**config.mk**
```make
export PLATFORM = sky130hd
export DESIGN_NAME = pic_ack_sequencer
export DESIGN_NICKNAME = d
export VERILOG_FILES = /design/src/rtl/pic_pkg.sv /design/src/rtl/pic_priority_resolver.sv /design/src/rtl/pic_ack_sequencer.sv
export SDC_FILE = /design/constraint.sdc
export NUM_CORES = 1
export LEC_CHECK = 0
export CAP_MARGIN = 20
export CORE_MARGIN = 8
export CORE_UTILIZATION = 57
export DETAILED_ROUTE_END_ITERATION = 8
export HOLD_SLACK_MARGIN = 0.02
export PLACE_DENSITY = 0.82
export SYNTH_ARGS = -nofsm -noshare
export SYNTH_HDL_FRONTEND = slang
export SYNTH_SLANG_ARGS = --single-unit
export TNS_END_PERCENT = 20
```
**constraint.sdc**
```tcl
create_clock -name clk -period 6.4 [get_ports clk]
set_input_delay 0.96 -clock clk [delete_from_list [all_inputs] [get_ports clk]]
set_output_delay 0.96 -clock clk [all_outputs]
set_load 0.005 [all_outputs]
```
**src/rtl/pic_pkg.sv**
```systemverilog
// Shared types and helpers for the PIC acknowledge sequencer.
// Levels are 3 bits; priority rotates from a movable base level.
package pic_pkg;

   typedef enum logic [2:0] {
      IDLE,
      PEND,
      ACK1,
      WAIT2,
      ACK2
   } state_t;

   typedef logic [2:0] level_t;

   localparam level_t SPURIOUS_LEVEL = 3'd7;

   function automatic logic [7:0] onehot(level_t l);
      onehot = 8'b1 << l;
   endfunction

   // Scan from lowest to highest priority so the best hit wins.
   function automatic logic [3:0] rot_pick(
      logic [7:0] bits,
      level_t     base
   );
      level_t idx;
      rot_pick = '0;
      for (int k = 7; k >= 0; k--) begin
         idx = base + level_t'(k);
         if (bits[idx]) rot_pick = {1'b1, idx};
      end
   endfunction

endpackage

```
**src/rtl/pic_priority_resolver.sv**
```systemverilog
// Picks the best eligible level and the best in-service level
// relative to the rotating priority base (fully nested compare).
module pic_priority_resolver (
   input  logic [7:0] eligible_i,
   input  logic [7:0] isr_i,
   input  logic [2:0] pri_base_i,
   output logic       cand_valid_o,
   output logic [2:0] cand_level_o,
   output logic       isr_valid_o,
   output logic [2:0] isr_level_o
);
   import pic_pkg::*;

   logic [3:0] e_pick;
   logic [3:0] i_pick;
   level_t     e_rank;
   level_t     i_rank;

   always_comb begin
      e_pick = rot_pick(eligible_i, pri_base_i);
      i_pick = rot_pick(isr_i, pri_base_i);
      // Rank 0 is the highest priority.
      e_rank = e_pick[2:0] - pri_base_i;
      i_rank = i_pick[2:0] - pri_base_i;
      cand_valid_o = e_pick[3] &
                     (~i_pick[3] | (e_rank < i_rank));
      cand_level_o = e_pick[2:0];
      isr_valid_o  = i_pick[3];
      isr_level_o  = i_pick[2:0];
   end

endmodule

```
**src/rtl/pic_ack_sequencer.sv**
```systemverilog
// INT/INTA handshake, in-service tracking, EOI and rotation
// for the PIC core.
module pic_ack_sequencer #(
   parameter int         NUM_LEVELS     = 8,
   parameter logic [2:0] SPURIOUS_LEVEL = 3'd7
) (
   input  logic                  clk,
   input  logic                  rst_n,
   input  logic [NUM_LEVELS-1:0] irr,
   input  logic [NUM_LEVELS-1:0] imr,
   input  logic                  inta_n,
   input  logic                  eoi,
   input  logic                  seoi,
   input  logic [2:0]            seoi_level,
   input  logic                  aeoi_mode,
   input  logic                  rotate_on_eoi,
   output logic                  int_out,
   output logic [NUM_LEVELS-1:0] clr_irr,
   output logic [NUM_LEVELS-1:0] isr,
   output logic                  vector_valid,
   output logic [2:0]            vector_level
);
   import pic_pkg::*;

   state_t     state_q, state_d;
   logic       inta_q;
   level_t     lvl_q, lvl_d;
   logic       spur_q, spur_d;
   logic [7:0] isr_q, isr_d;
   level_t     base_q, base_d;
   logic       int_q, int_d;
   logic [7:0] clr_q, clr_d;
   logic       vv_q, vv_d;
   level_t     vl_q, vl_d;

   logic       fall, rise, take;
   logic       cand_valid, isr_valid;
   level_t     cand_level, isr_level;
   logic       eoi_hit, aeoi_done;
   level_t     eoi_lvl;
   logic [7:0] set_mask, clr_mask;

   assign fall = inta_q & ~inta_n;
   assign rise = ~inta_q & inta_n;

   pic_priority_resolver u_res (
      .eligible_i   (irr & ~imr),
      .isr_i        (isr_q),
      .pri_base_i   (base_q),
      .cand_valid_o (cand_valid),
      .cand_level_o (cand_level),
      .isr_valid_o  (isr_valid),
      .isr_level_o  (isr_level)
   );

   always_ff @(posedge clk or negedge rst_n) begin
      if (!rst_n) begin
         state_q <= IDLE;
         inta_q  <= 1'b1;
         lvl_q   <= '0;
         spur_q  <= 1'b0;
         isr_q   <= '0;
         base_q  <= '0;
         int_q   <= 1'b0;
         clr_q   <= '0;
         vv_q    <= 1'b0;
         vl_q    <= '0;
      end else begin
         state_q <= state_d;
         inta_q  <= inta_n;
         lvl_q   <= lvl_d;
         spur_q  <= spur_d;
         isr_q   <= isr_d;
         base_q  <= base_d;
         int_q   <= int_d;
         clr_q   <= clr_d;
         vv_q    <= vv_d;
         vl_q    <= vl_d;
      end
   end

   always_comb begin
      state_d = state_q;
      case (state_q)
         IDLE:  if (fall) state_d = ACK1;
                else if (cand_valid) state_d = PEND;
         PEND:  if (fall) state_d = ACK1;
                else if (!cand_valid) state_d = IDLE;
         ACK1:  if (rise) state_d = WAIT2;
         WAIT2: if (fall) state_d = ACK2;
         ACK2:  if (rise) state_d = IDLE;
         default: state_d = IDLE;
      endcase
   end

   always_comb begin
      take = fall & ((state_q == IDLE) | (state_q == PEND));
      lvl_d  = lvl_q;
      spur_d = spur_q;
      if (take) begin
         lvl_d  = cand_valid ? cand_level : SPURIOUS_LEVEL;
         spur_d = ~cand_valid;
      end
      set_mask = (take & cand_valid) ? onehot(cand_level) : 8'h00;
      aeoi_done = (state_q == ACK2) & rise & aeoi_mode & ~spur_q;
      // Specific EOI takes precedence over non-specific.
      eoi_hit = 1'b0;
      eoi_lvl = '0;
      if (seoi) begin
         eoi_hit = isr_q[seoi_level];
         eoi_lvl = seoi_level;
      end else if (eoi) begin
         eoi_hit = isr_valid;
         eoi_lvl = isr_level;
      end
      clr_mask = (eoi_hit ? onehot(eoi_lvl) : 8'h00) |
                 (aeoi_done ? onehot(lvl_q) : 8'h00);
      isr_d = (isr_q & ~clr_mask) | set_mask;
      base_d = base_q;
      if (rotate_on_eoi & eoi_hit)
         base_d = eoi_lvl + 3'd1;
      else if (rotate_on_eoi & aeoi_done)
         base_d = lvl_q + 3'd1;
   end

   always_comb begin
      int_d = (state_d == PEND);
      clr_d = set_mask;
      vv_d  = (state_d == ACK2);
      vl_d  = (state_d == ACK2) ? lvl_d : vl_q;
   end

   assign int_out      = int_q;
   assign clr_irr      = clr_q;
   assign isr          = isr_q;
   assign vector_valid = vv_q;
   assign vector_level = vl_q;

endmodule

```
After elaboration in Yosys (flattened, before gate mapping)
Index checks and enable logic that the tools add are counted.

word-level totals
  flip-flop bits (word level) = 32
  input bits = 26
  output and inout bits = 21
  word-level logic and storage cells = 134

cells by class
  add/sub/neg operators = 11
  order comparisons = 10
  equal/unequal tests = 6
  shifts and indexed selects = 3
  mux-type cells = 69
  bitwise gates (word level) = 23
  reductions and logical operators = 2

operator list
  cell                   count
  $mux W4                16
  $bmux W1 S3            17
  $mux W3                13
  $lt A3 B4 Y1 const B   9
  $mux W8                3
  $shl A1 B3 Y8 const A  3
  $mux W1                19
  $and A8 B8 Y8          2
  $not A8 Y8             2
  $or A8 B8 Y8           2
  $pmux W3 S5            1
  $add A3 B3 Y3 const B  4
  $and A1 B1 Y1          10
  $add A3 B1 Y3 const B  3
  $add A3 B2 Y3 const B  2
  $eq A3 B1 Y1 const B   2
  $eq A3 B2 Y1 const B   2
  $eq A3 B3 Y1 const B   2
  $sub A3 B3 Y3          2
  $not A1 Y1             5
  $logic_not A3 Y1       1
  $lt A3 B3 Y1           1
  $or A1 B1 Y1           2
  $reduce_bool A2 Y1     1

Logic depth before layout (Yosys ltp)
Gate-level depths: netlist (run 1).

  word-level depth = 20
  gate-level depth with buffers = 22
  gate-level depth less buffers = 19

By module
A second synthesis (run 1) with hierarchy kept.

unflattened totals
  cells, all modules = 367
  area total of the unflattened synthesis = 3379.5 um^2

by module, submodules not included
  module                 times used  cells an instance  area an instance (um^2)  sequential area each (um^2)
  pic_priority_resolver  1           220                1839.3                   0.0
  pic_ack_sequencer      1           147                1540.2                   802.0

Worst setup path before layout (run 1)
No wires, ideal clock.

  path type = reg2reg
  start point = register base_q[0]
  end point = register vl_q[2], in the netlist vector_level[2]
  library setup time = 0.125 ns
  arrival = 5.065 ns
  data required time = 6.275 ns
  path slack = 1.210 ns
  stages on the path, launching flop included = 21
  buffers on the path = 2
  clock period less this slack = 5.190 ns
  cells stage by stage = dfrtp_1 -> inv_2 -> buf_2 -> buf_1 -> ha_1 -> xor2_2 -> mux4_2 -> and2_2 -> a311o_1 -> o2111ai_2 -> inv_1 -> ha_1 -> fa_1 -> ha_1 -> a21o_1 -> a21o_1 -> a21boi_0 -> o31ai_1 -> a21oi_1 -> nor2_1 -> mux2_2

between the ends
  elaborated cells between the ends (all ways) = 69
  classes of those cells = add/sub: 9; order compare: 1; eq/ne: 1; mux: 55; bitwise: 3

RTL lines
  item                                     RTL line                                                  source
  start, declared                          pic_ack_sequencer.sv:30                                   level_t base_q, base_d;
  start signal, assigned                   pic_ack_sequencer.sv:74                                   base_q <= base_d;
  $add A3 B3 Y3                            pic_pkg.sv:29                                             idx = base + level_t'(k);
  $bmux W1 S3                              pic_pkg.sv:30                                             if (bits[idx]) rot_pick = {1'b1, idx};
  $mux W1 (not written as such)            pic_pkg.sv:30
  $mux W4 (8 in series)                    pic_pkg.sv:30
  $sub A3 B3 Y3, on equally long branches  pic_priority_resolver.sv:23, pic_priority_resolver.sv:24
  $lt A3 B3 Y1                             pic_priority_resolver.sv:26                               (~i_pick[3] | (e_rank < i_rank));
  $or A1 B1 Y1                             pic_priority_resolver.sv:26
  $and A1 B1 Y1                            pic_priority_resolver.sv:25                               cand_valid_o = e_pick[3] &
  $mux W3 *                                pic_ack_sequencer.sv:101                                  lvl_d = cand_valid ? cand_level : SPURIOUS_LEVEL;
  $mux W3 *                                pic_ack_sequencer.sv:100                                  if (take) begin
  net lvl_d[2]                             pic_ack_sequencer.sv:27                                   level_t lvl_q, lvl_d;
  end signal, assigned                     pic_ack_sequencer.sv:78                                   vl_q <= vl_d;
  end, declared                            pic_ack_sequencer.sv:34                                   level_t vl_q, vl_d;

The timed path passes the listed nets; every way through them passes the cells marked *. The select of a mux whose other input is x is not followed.
A chain may end at the register's enable or synchronous reset.

Final worst setup path (run 1)
Same ends and word-level chain as after synthesis.

==> key figures, run 1 <==
Clock network
  • Clock sinks: 32
  • CTS buffer count: 5
  • Clock buffer depth: 2
  • H-tree levels: 2
  • CTS tree: built
  • Post-CTS Resized: 0
  • Post-CTS Setup Repair Bufs: 0
  • Hold_buf cts: 0
  • Worst-path clk slew: 0.07 ns
  • Worst skew pair latency: 0.29 ns
  • Root buffer cell: clkbuf_8

Layout
  • Most common cell after layout, fill and taps aside: clkdlybuf4s50_1
  • Commonest cells after routing, fill and taps aside: 46 x clkdlybuf4s50_1, 31 x nor2_1, 31 x dfrtp_1, 28 x mux4_2, 26 x nand2_1
  • Fin util: 0.6805
  • Share of layout cells above drive strength 1: 0.1952
  • Layout fillers: 488
  • Final #Nets: 450
  • Cell area after layout: 0.004297 mm2
  • Syn-to-layout area delta: 15.66%
  • # diodes: 0

Global routing
  • Largest net degree at the start of global routing: 43
  • Vias in the first global route: 3421
  • Total track usage: 0.2113
  • Overflow after GRT: 0
  • First-pass GRT wire length: 17.02 mm
  • Initial antenna violation count: 0

Place
  • GPL Wtd Cong: 0.9205
  • Post-DP HPWL: 7.402 mm
  • Post-place instance area: 0.004219 mm2
  • IO Port Bufs: 46

Die
  • Die W: 96.73 um
  • Row count: 29
  • Core area: 0.006314 mm2
  • Ports: 47
  • Die Y: 96.73 um
  • Total Die Area: 0.009357 mm2
  • Initial core utilization: 0.5884

Timing
  • FMAX: 174.7 MHz
  • Slew headroom: 0.4988
  • RSZ-0062 raised after global routing: no
  • Min Tclk post-route: 5.725 ns
  • Layout Skew: 0.01073 ns
  • Worst Tran Pin Value: 0.7517 ns
  • Final period utilization: 0.8946
  • Final Hold Viols: 0
  • Setup TNS: 0 ns
  • Slew Viols, Final: 0
  • Final setup viols: 0

Route
  • Avg Vias per Cell: 6.976
  • Final WL: 10.11 mm
  • DRC Markers: 0
  • Routed Antenna Nets: 0
  • WL per Instance: 20.54 um
  • DR vias: 3432
  • Detailed Route Iter0 Violations: 353
  • Drt pass-1 iters: 7

Min path
  • WHS Path Cells: 1
  • HP Class: flip-flop to flip-flop

Yosys
  • Synth top area cells: dfrtp_1 21%, mux4_2 17%, mux2i_1 4.0%, mux2_2 3.9%, nor2_1 3.1%
  • Post-synth cell types: 86
  • Sequential cell area fraction in the yosys report: 0.2159
  • Post-Syn Instances: 374
  • Number of synthesis warnings: 0
  • Mapped cell area: 0.003715 mm2
  • Flops & latches, synth: 32
  • Post-synth top area share: 0.2088
  • Ys async rst share: 1.000
  • Ys flop type: dfrtp_1
  • EDFF count, synth: 0
  • Syn Area/Cell: 9.933 um2
  • Yosys top cell by area: dfrtp_1
  • Syn_nets: 409

Setup path
  • Crit path DAT: 5.89 ns
  • Data required, critical path: 6.56 ns
  • Crit path max fanout: 22
  • Critical Path End: vector_level[2]
  • Worst R2R Path Depth: 19
  • R2R Setup Slk: 0.67 ns
  • CP Launch Type: flip-flop
  • Worst R2R End: vector_level[2]
  • Critical path type: flip-flop to flip-flop
  • Setup crit start: base_q[0]
  • FF-to-FF Start: base_q[0]
  • Critical Path End Type: flip-flop

Status
  • Run status: completed

Run
  • MaxCap Viol Count: 0
-- synthesized netlist by cell type, types with 7 or more instances --
cell type and count:
clkbuf_1 8, mux4_2 28, nor2_1 31, inv_1 10, nand2b_1 7, nor3_1 7, dfrtp_1 31, a21oi_1 19
o21ai_0 15, nand2_1 26, nor2b_1 11, mux2i_1 15, ha_1 7, mux2_2 13
-- worst min-delay path by stage --
| stage | startpoint | slack [ns] | endpoint |
|---|---|---|---|
| 5_1_grt | vector_level[0] | 0.53 | vector_level[0] |
| 2_1_floorplan | spur_q | 0.47 | spur_q |
| 4_1_cts | state_q[2] | 0.51 | state_q[1] |
| 3_5_place_dp | vector_level[0] | 0.50 | vector_level[0] |
| 6_report | state_q[2] | 0.51 | state_q[1] |
| 3_3_place_gp | spur_q | 0.48 | spur_q |
-- routing by layer --
metal	GRT usage	wire, um
met1	0.2776	4152
met2	0.3385	4833
met3	0.03058	858
met4	0.08757	261
met5	0	0
-- cells by family (layout without fill, tap and decap cells) --
family,after synthesis,count (layout),synth area share
AOI/OAI and AO/OA,107,107,0.2186
xor gates and xnor gates,8,8,0.02493
adders and majority gates,9,9,0.03435
buffers and inverters,32,73,0.04143
DFF,32,32,0.2159
muxes,61,61,0.2748
and+or+nand+nor,125,125,0.1900
-- state kept, by name, indices dropped and copies added (netlist names) --
name	count
base_q	3
clr_irr	8
int_out	1
inta_q	1
isr	8
lvl_q	3
spur_q	1
state_q	3
vector_level	3
vector_valid	1
-- stage by stage --
| stage | setup WS [ns] | hold WS (ns) | cells |
|---|---|---|---|
| 4_1_cts | 0.6973 | 0.5126 | 492 |
| 3_3_place_gp | 0.7806 | 0.4811 | 485 |
| 2_1_floorplan | 1.210 | 0.4656 | 374 |
| 3_5_place_dp | 0.5971 | 0.4986 | 485 |
| 6_report | 0.6745 | 0.5067 | 492 |
| 5_1_grt | 0.2088 | 0.5295 | 492 |
-- final cells by class --
cell class	instances	area (um2)	share of cell area
clock buffers	6	72.57	0.01689
repair buffers	53	513.0	0.1194
inverters	13	48.80	0.01136
clock inverters	1	5.005	0.001165
flip-flops and latches	32	802.0	0.1867
well taps	77	96.34	0.02242
multi-input cells	310	2759	0.6421
-- critical path, cell delays in order (launching register included) --
cell       delay (ns)
dfrtp_1          0.39
inv_2            0.37
ha_1             0.73
clkinv_1         0.49
mux4_2           0.58
a21oi_1          0.18
a21oi_1          0.10
o2bb2ai_2        0.39
inv_1            0.09
ha_1             0.20
fa_1             0.48
inv_1            0.04
ha_1             0.27
a21o_1           0.15
a21o_1           0.17
a21boi_0         0.16
o31ai_1          0.14
a21oi_1          0.25
nor2_1           0.11
mux2_2           0.28
Power of run 1 is left out: the tool's default activity adds up to more than one toggle a clock period on the data nets, which glitch-free logic cannot reach.
==> run 2, diff against run 1 <==
--- a/config.mk
+++ b/config.mk
@@ -7,10 +7,11 @@
 export LEC_CHECK = 0
 export CAP_MARGIN = 20
 export CORE_MARGIN = 8
-export CORE_UTILIZATION = 57
+export CORE_UTILIZATION = 25
+export CTS_CLUSTER_DIAMETER = 100
 export DETAILED_ROUTE_END_ITERATION = 8
 export HOLD_SLACK_MARGIN = 0.02
-export PLACE_DENSITY = 0.82
+export PLACE_DENSITY = 0.42
 export SYNTH_ARGS = -nofsm -noshare
 export SYNTH_HDL_FRONTEND = slang
 export SYNTH_SLANG_ARGS = --single-unit
==> key figures, run 2 (synthesized netlist as in run 1, its figures left out) <==
Setup path
  • Crit path DAT: 5.82 ns (-0.07 ns)
  • Critical path type: primary input to flip-flop
  • Crit-path slowest cell: mux4_2
  • R2R Setup Slk: 0.98 ns (+0.31 ns)
  • CP Launch Type: primary input
  • Critical Path End Type: flip-flop
  • Data required, critical path: 6.60 ns (+0.04 ns)
  • Crit path max fanout: 9 (-59%)
  • CP most frequent cell: a21o_1
  • CP max stage delay: 0.57 ns (-0.16 ns)
  • CP cell instances: clkdlybuf4s50_1 -> nor2b_1 -> mux2i_1 -> mux4_2 -> o311a_1 -> o32ai_2 -> a31o_4 -> inv_2 -> fa_1 -> inv_1 -> ha_1 -> a21o_1 -> a21o_1 -> a21boi_0 -> o31ai_1 -> a21oi_1 -> nor3b_2 -> o21bai_1

Place
  • IO Port Bufs: 46 (unchanged)
  • Post-DP HPWL: 8.809 mm (+19%)
  • GPL Wtd Cong: 0.8266 (-10%)

Layout
  • Share of layout cells above drive strength 1: 0.2067 (+0.01147)
  • Most common cell after layout, fill and taps aside: clkdlybuf4s50_1
  • # diodes: 0 (unchanged)
  • Layout fillers: 1508 (+210%)
  • Commonest cells after routing, fill and taps aside: 46 x clkdlybuf4s50_1, 31 x nor2_1, 31 x dfrtp_1, 28 x mux4_2, 26 x nand2_1
  • Final #Nets: 455 (+1.1%)
  • Syn-to-layout area delta: 22.33%

Global routing
  • First-pass GRT wire length: 18.93 mm (+11%)
  • Vias in the first global route: 3319 (-3.0%)
  • Largest net degree at the start of global routing: 42 (-2.3%)
  • Overflow after GRT: 0 (unchanged)
  • Initial antenna violation count: 0 (unchanged)
  • Total track usage: 0.1256 (-0.08570)

Timing
  • FMAX: 177.8 MHz (+1.8%)
  • Min Tclk post-route: 5.623 ns (-0.1023 ns)
  • Final setup viols: 0 (unchanged)
  • Setup TNS: 0 ns (unchanged)
  • RSZ-0062 raised after global routing: no
  • Final Hold Viols: 0 (unchanged)
  • Layout Skew: 0.003908 ns (-0.006819 ns)
  • Final period utilization: 0.8786 (-0.01598)
  • Slew headroom: 0.5143 (+0.01550)
  • Worst Tran Pin Value: 0.7285 ns (-0.02325 ns)
  • Slew Viols, Final: 0 (unchanged)

Route
  • Top Layer Used: met4
  • Routed wl met3: 608 um (-29%)
  • Avg Vias per Cell: 5.502 (-21%)
  • M1 wire length: 5.313 mm (+28%)
  • Routed Antenna Nets: 0 (unchanged)
  • Drt pass-1 iters: 5 (-2)
  • Final WL: 11.73 mm (+16%)
  • Met2 wire length: 5.676 mm (+17%)
  • DRC Markers: 0 (unchanged)
  • Detailed Route Iter0 Violations: 229 (-35%)
  • WL per Instance: 19.38 um (-5.6%)
  • DR vias: 3329 (-3.0%)

Clock network
  • CTS tree: built
  • Post-CTS Setup Repair Bufs: 0 (unchanged)
  • Clock buffer depth: 2 (unchanged)
  • H-tree levels: 2 (unchanged)
  • Worst skew pair latency: 0.28 ns (about the same)
  • Root buffer cell: clkbuf_16
  • Hold_buf cts: 0 (unchanged)
  • Clock sinks: 32 (unchanged)
  • Worst-path clk slew: 0.05 ns (-0.02 ns)
  • Post-CTS Resized: 0 (unchanged)
  • CTS buffer count: 5 (unchanged)

Die
  • Die W: 137.9 um (+43%)
  • Total Die Area: 0.01902 mm2 (+100%)
  • Die Y: 137.9 um (+43%)
  • Ports: 47 (unchanged)
  • Core area: 0.01453 mm2 (+130%)
  • Initial core utilization: 0.2556 (-0.3328)
  • Row count: 44 (+52%)

Run
  • MaxCap Viol Count: 0 (unchanged)

Min path
  • HP Class: flip-flop to flip-flop

Status
  • Run status: completed
-- run 2: layout make-up --
class / count / area, um2 / share of cell area
Sequential cell: 32 / 802.0 / 0.1765
Inverter: 13 / 48.80 / 0.01074
Clock buffer: 8 / 156.4 / 0.03442
Tap cell: 184 / 230.2 / 0.05066
Multi-Input combinational cell: 310 / 2759 / 0.6071
Timing Repair Buffer: 58 / 548.0 / 0.1206
-- run 2: worst paths after layout --
| check | from | cells past startpoint | to |
|---|---|---|---|
| max | irr[0] | 18 | isr[0] |
| min | vector_level[0] | 1 | vector_level[0] |
| max reg2reg | base_q[0] | 20 | isr[0] |
| min reg2reg | vector_level[0] | 1 | vector_level[0] |
| max in group asynchronous | rst_n | 2 | inta_q |
| min in group asynchronous | rst_n | 2 | state_q[0] |
-- run 2: per-layer routing --
layer,GRT usage,up-vias
li1,-,1560
met1,0.1696,1672
met2,0.2048,87
met3,0.02138,10
met4,0.02806,0
met5,0,-
-- run 2: per-stage QoR --
| step | setup WS [ns] | std cells | hold WS, ns | utilization | instance area, um2 |
|---|---|---|---|---|---|
| CTS | 0.7736 | 604 | 0.5131 | 0.3123 | 4539 |
| detailed placement | 0.4946 | 596 | 0.5048 | 0.3016 | 4383 |
| finish | 0.7768 | 605 | 0.5100 | 0.3127 | 4544 |
| global placement | 0.5791 | 596 | 0.4953 | 0.3016 | 4383 |
| floorplan | 1.210 | 374 | 0.4656 | - | 3715 |
| global route | 0.3723 | 605 | 0.5326 | 0.3127 | 4544 |
-- run 2: critical path, delay by kind of cell --
family | cells | cell delay, ns
adder cells (fa/ha/maj) | 2 | 0.78
AO/OA/AOI/OAI | 9 | 1.98
buffers and inverters | 3 | 0.58
multiplexers | 2 | 0.78
AND/OR/NAND/NOR | 2 | 0.72
Power of run 2 is left out for the same reason.
==> run 3, diff against run 2 <==
--- a/config.mk
+++ b/config.mk
@@ -10,6 +10,7 @@
 export CORE_UTILIZATION = 25
 export CTS_CLUSTER_DIAMETER = 100
 export DETAILED_ROUTE_END_ITERATION = 8
+export GPL_TIMING_DRIVEN = 0
 export HOLD_SLACK_MARGIN = 0.02
 export PLACE_DENSITY = 0.42
 export SYNTH_ARGS = -nofsm -noshare
==> key figures, run 3 (synthesized netlist as in run 1, its figures left out) <==
Clock network
  • Clock buffer depth: 2 (unchanged)
  • CTS buffer count: 5 (unchanged)
  • Clock sinks: 32 (unchanged)
  • CTS tree: built
  • H-tree levels: 2 (unchanged)
  • Hold_buf cts: 0 (unchanged)
  • Worst skew pair latency: 0.27 ns (about the same)
  • Root buffer cell: clkbuf_16
  • Worst-path clk slew: 0.05 ns (about the same)

Global routing
  • Overflow after GRT: 0 (unchanged)
  • First-pass GRT wire length: 20.00 mm (+5.7%)
  • Vias in the first global route: 3557 (+7.2%)
  • Largest net degree at the start of global routing: 33 (-21%)
  • Total track usage: 0.1330 (+0.007454)
  • Initial antenna violation count: 0 (unchanged)

Die
  • Row count: 44 (unchanged)
  • Die W: 137.9 um (unchanged)
  • Initial core utilization: 0.2556 (unchanged)
  • Core area: 0.01453 mm2 (unchanged)
  • Ports: 47 (unchanged)
  • Die Y: 137.9 um (unchanged)
  • Total Die Area: 0.01902 mm2 (unchanged)

Route
  • Drt pass-1 iters: 6 (+1)
  • DR vias: 3432 (+3.1%)
  • Final WL: 12.28 mm (+4.7%)
  • Detailed Route Iter0 Violations: 273 (+19%)
  • WL per Instance: 20.10 um (+3.7%)
  • DRC Markers: 0 (unchanged)
  • Routed Antenna Nets: 0 (unchanged)
  • Avg Vias per Cell: 5.617 (+2.1%)

Status
  • Run status: completed

Layout
  • Final #Nets: 461 (+1.3%)
  • Commonest cells after routing, fill and taps aside: 45 x clkdlybuf4s50_1, 31 x nor2_1, 31 x dfrtp_1, 28 x mux4_2, 26 x nand2_1
  • Most common cell after layout, fill and taps aside: clkdlybuf4s50_1
  • Cell area after layout: 0.004559 mm2 (+0.33%)
  • Fin util: 0.3137 (+0.001033)
  • Post-Layout Cell Count: 611 (+0.99%)
  • # diodes: 0 (unchanged)
  • Share of layout cells above drive strength 1: 0.2037 (-0.002904)
  • Layout fillers: 1519 (+0.73%)
  • Syn-to-layout area delta: 22.73%

Timing
  • Worst Hold Margin: 0.4985 ns (-0.01155 ns)
  • Min Tclk post-route: 5.828 ns (+0.2053 ns)
  • RSZ-0062 raised after global routing: no
  • Final setup viols: 0 (unchanged)
  • Final Hold Viols: 0 (unchanged)
  • Layout Skew: 0.004611 ns (+0.0007026 ns)
  • Worst Tran Pin Value: 0.7253 ns (-0.003143 ns)
  • Slew Viols, Final: 0 (unchanged)
  • Slew headroom: 0.5164 (+0.002096)
  • Final period utilization: 0.9107 (+0.03207)
  • FMAX: 171.6 MHz (-3.5%)

Place
  • Post-DP HPWL: 9.295 mm (+5.5%)
  • GPL Wtd Cong: 0.8691 (+5.1%)
  • IO Port Bufs: 46 (unchanged)
  • Placed Instances: 604 (+1.3%)
  • Post-place instance area: 0.004400 mm2 (+0.40%)

Run
  • MaxCap Viol Count: 0 (unchanged)

Setup path
  • Crit path max fanout: 11 (+2)
  • Crit path DAT: 6.03 ns (+0.21 ns)
  • Critical Path End Type: flip-flop
  • Data required, critical path: 6.60 ns (about the same)
  • Critical path type: flip-flop to flip-flop
  • CP Launch Type: flip-flop

Min path
  • HP Class: flip-flop to flip-flop
run 3: cell types whose count changed in the layout (fill, tap and decap cells not counted), sizes merged:
cell / before / now
buf: 12 / 11
clkbuf: 8 / 15
clkdlybuf4s50: 46 / 45
clkinv: 1 / 2
run 3: timing repair:
action,4_1_cts,5_1_grt
endpoints found under the hold margin,0,0
buffers inserted,0,0
gates resized for setup,0,5
setup endpoints to repair,12,18
run 3: per-layer routing:
layer	GRT usage	vias up	share of wire
met5	0	-	0
li1	-	1575	-
met3	0.01884	14	0.055
met1	0.1836	1711	0.46
met4	0.03522	0	0.015
met2	0.2126	132	0.47
run 3: layout make-up:
type | instances | area (um2) | share of cell area
multi-input combinational | 310 | 2781 | 0.6100
sequential | 32 | 802.0 | 0.1759
timing repair buffer | 47 | 460.4 | 0.1010
tap | 184 | 230.2 | 0.05049
clock buffer | 7 | 132.6 | 0.02909
buffer | 17 | 98.84 | 0.02168
inverter | 13 | 48.80 | 0.01070
clock inverter | 1 | 5.005 | 0.001098
run 3: stage by stage:
step                      setup slack [ns]   TNS, ns
after floorplan                      1.210         0
after global placement            -0.03458  -0.06226
after detailed placement           -0.1689   -0.9597
after CTS                          0.08457         0
after global routing               0.08656         0
final                               0.5715         0
run 3: worst paths after layout:
path / from / to / slack (ns) / cells past startpoint
hold / removal: spur_q / spur_q / 0.50 / 1
setup / recovery: base_q[1] / isr[7] / 0.57 / 19
max in group asynchronous: rst_n / isr[1] / 5.19 / 1
setup reg to reg: base_q[1] / isr[7] / 0.57 / 19
hold reg to reg: spur_q / spur_q / 0.50 / 1
min in group asynchronous: rst_n / vector_valid / 0.74 / 1
run 3: worst max-delay path, cell delays in order (launching register included):
cell       delay [ns]
dfrtp_1          0.45
buf_2            0.30
inv_1            0.31
ha_1             0.38
buf_2            0.25
mux4_2           0.64
mux2i_1          0.32
o21ai_1          0.15
a31oi_1          0.22
o2111ai_1        0.29
a31oi_2          0.30
fa_1             0.46
ha_1             0.29
a21o_1           0.16
a21o_1           0.18
nand2_1          0.06
o31a_1           0.23
nand4_1          0.30
and3b_1          0.32
o21bai_1         0.10
Power of run 3 is left out for the same reason.
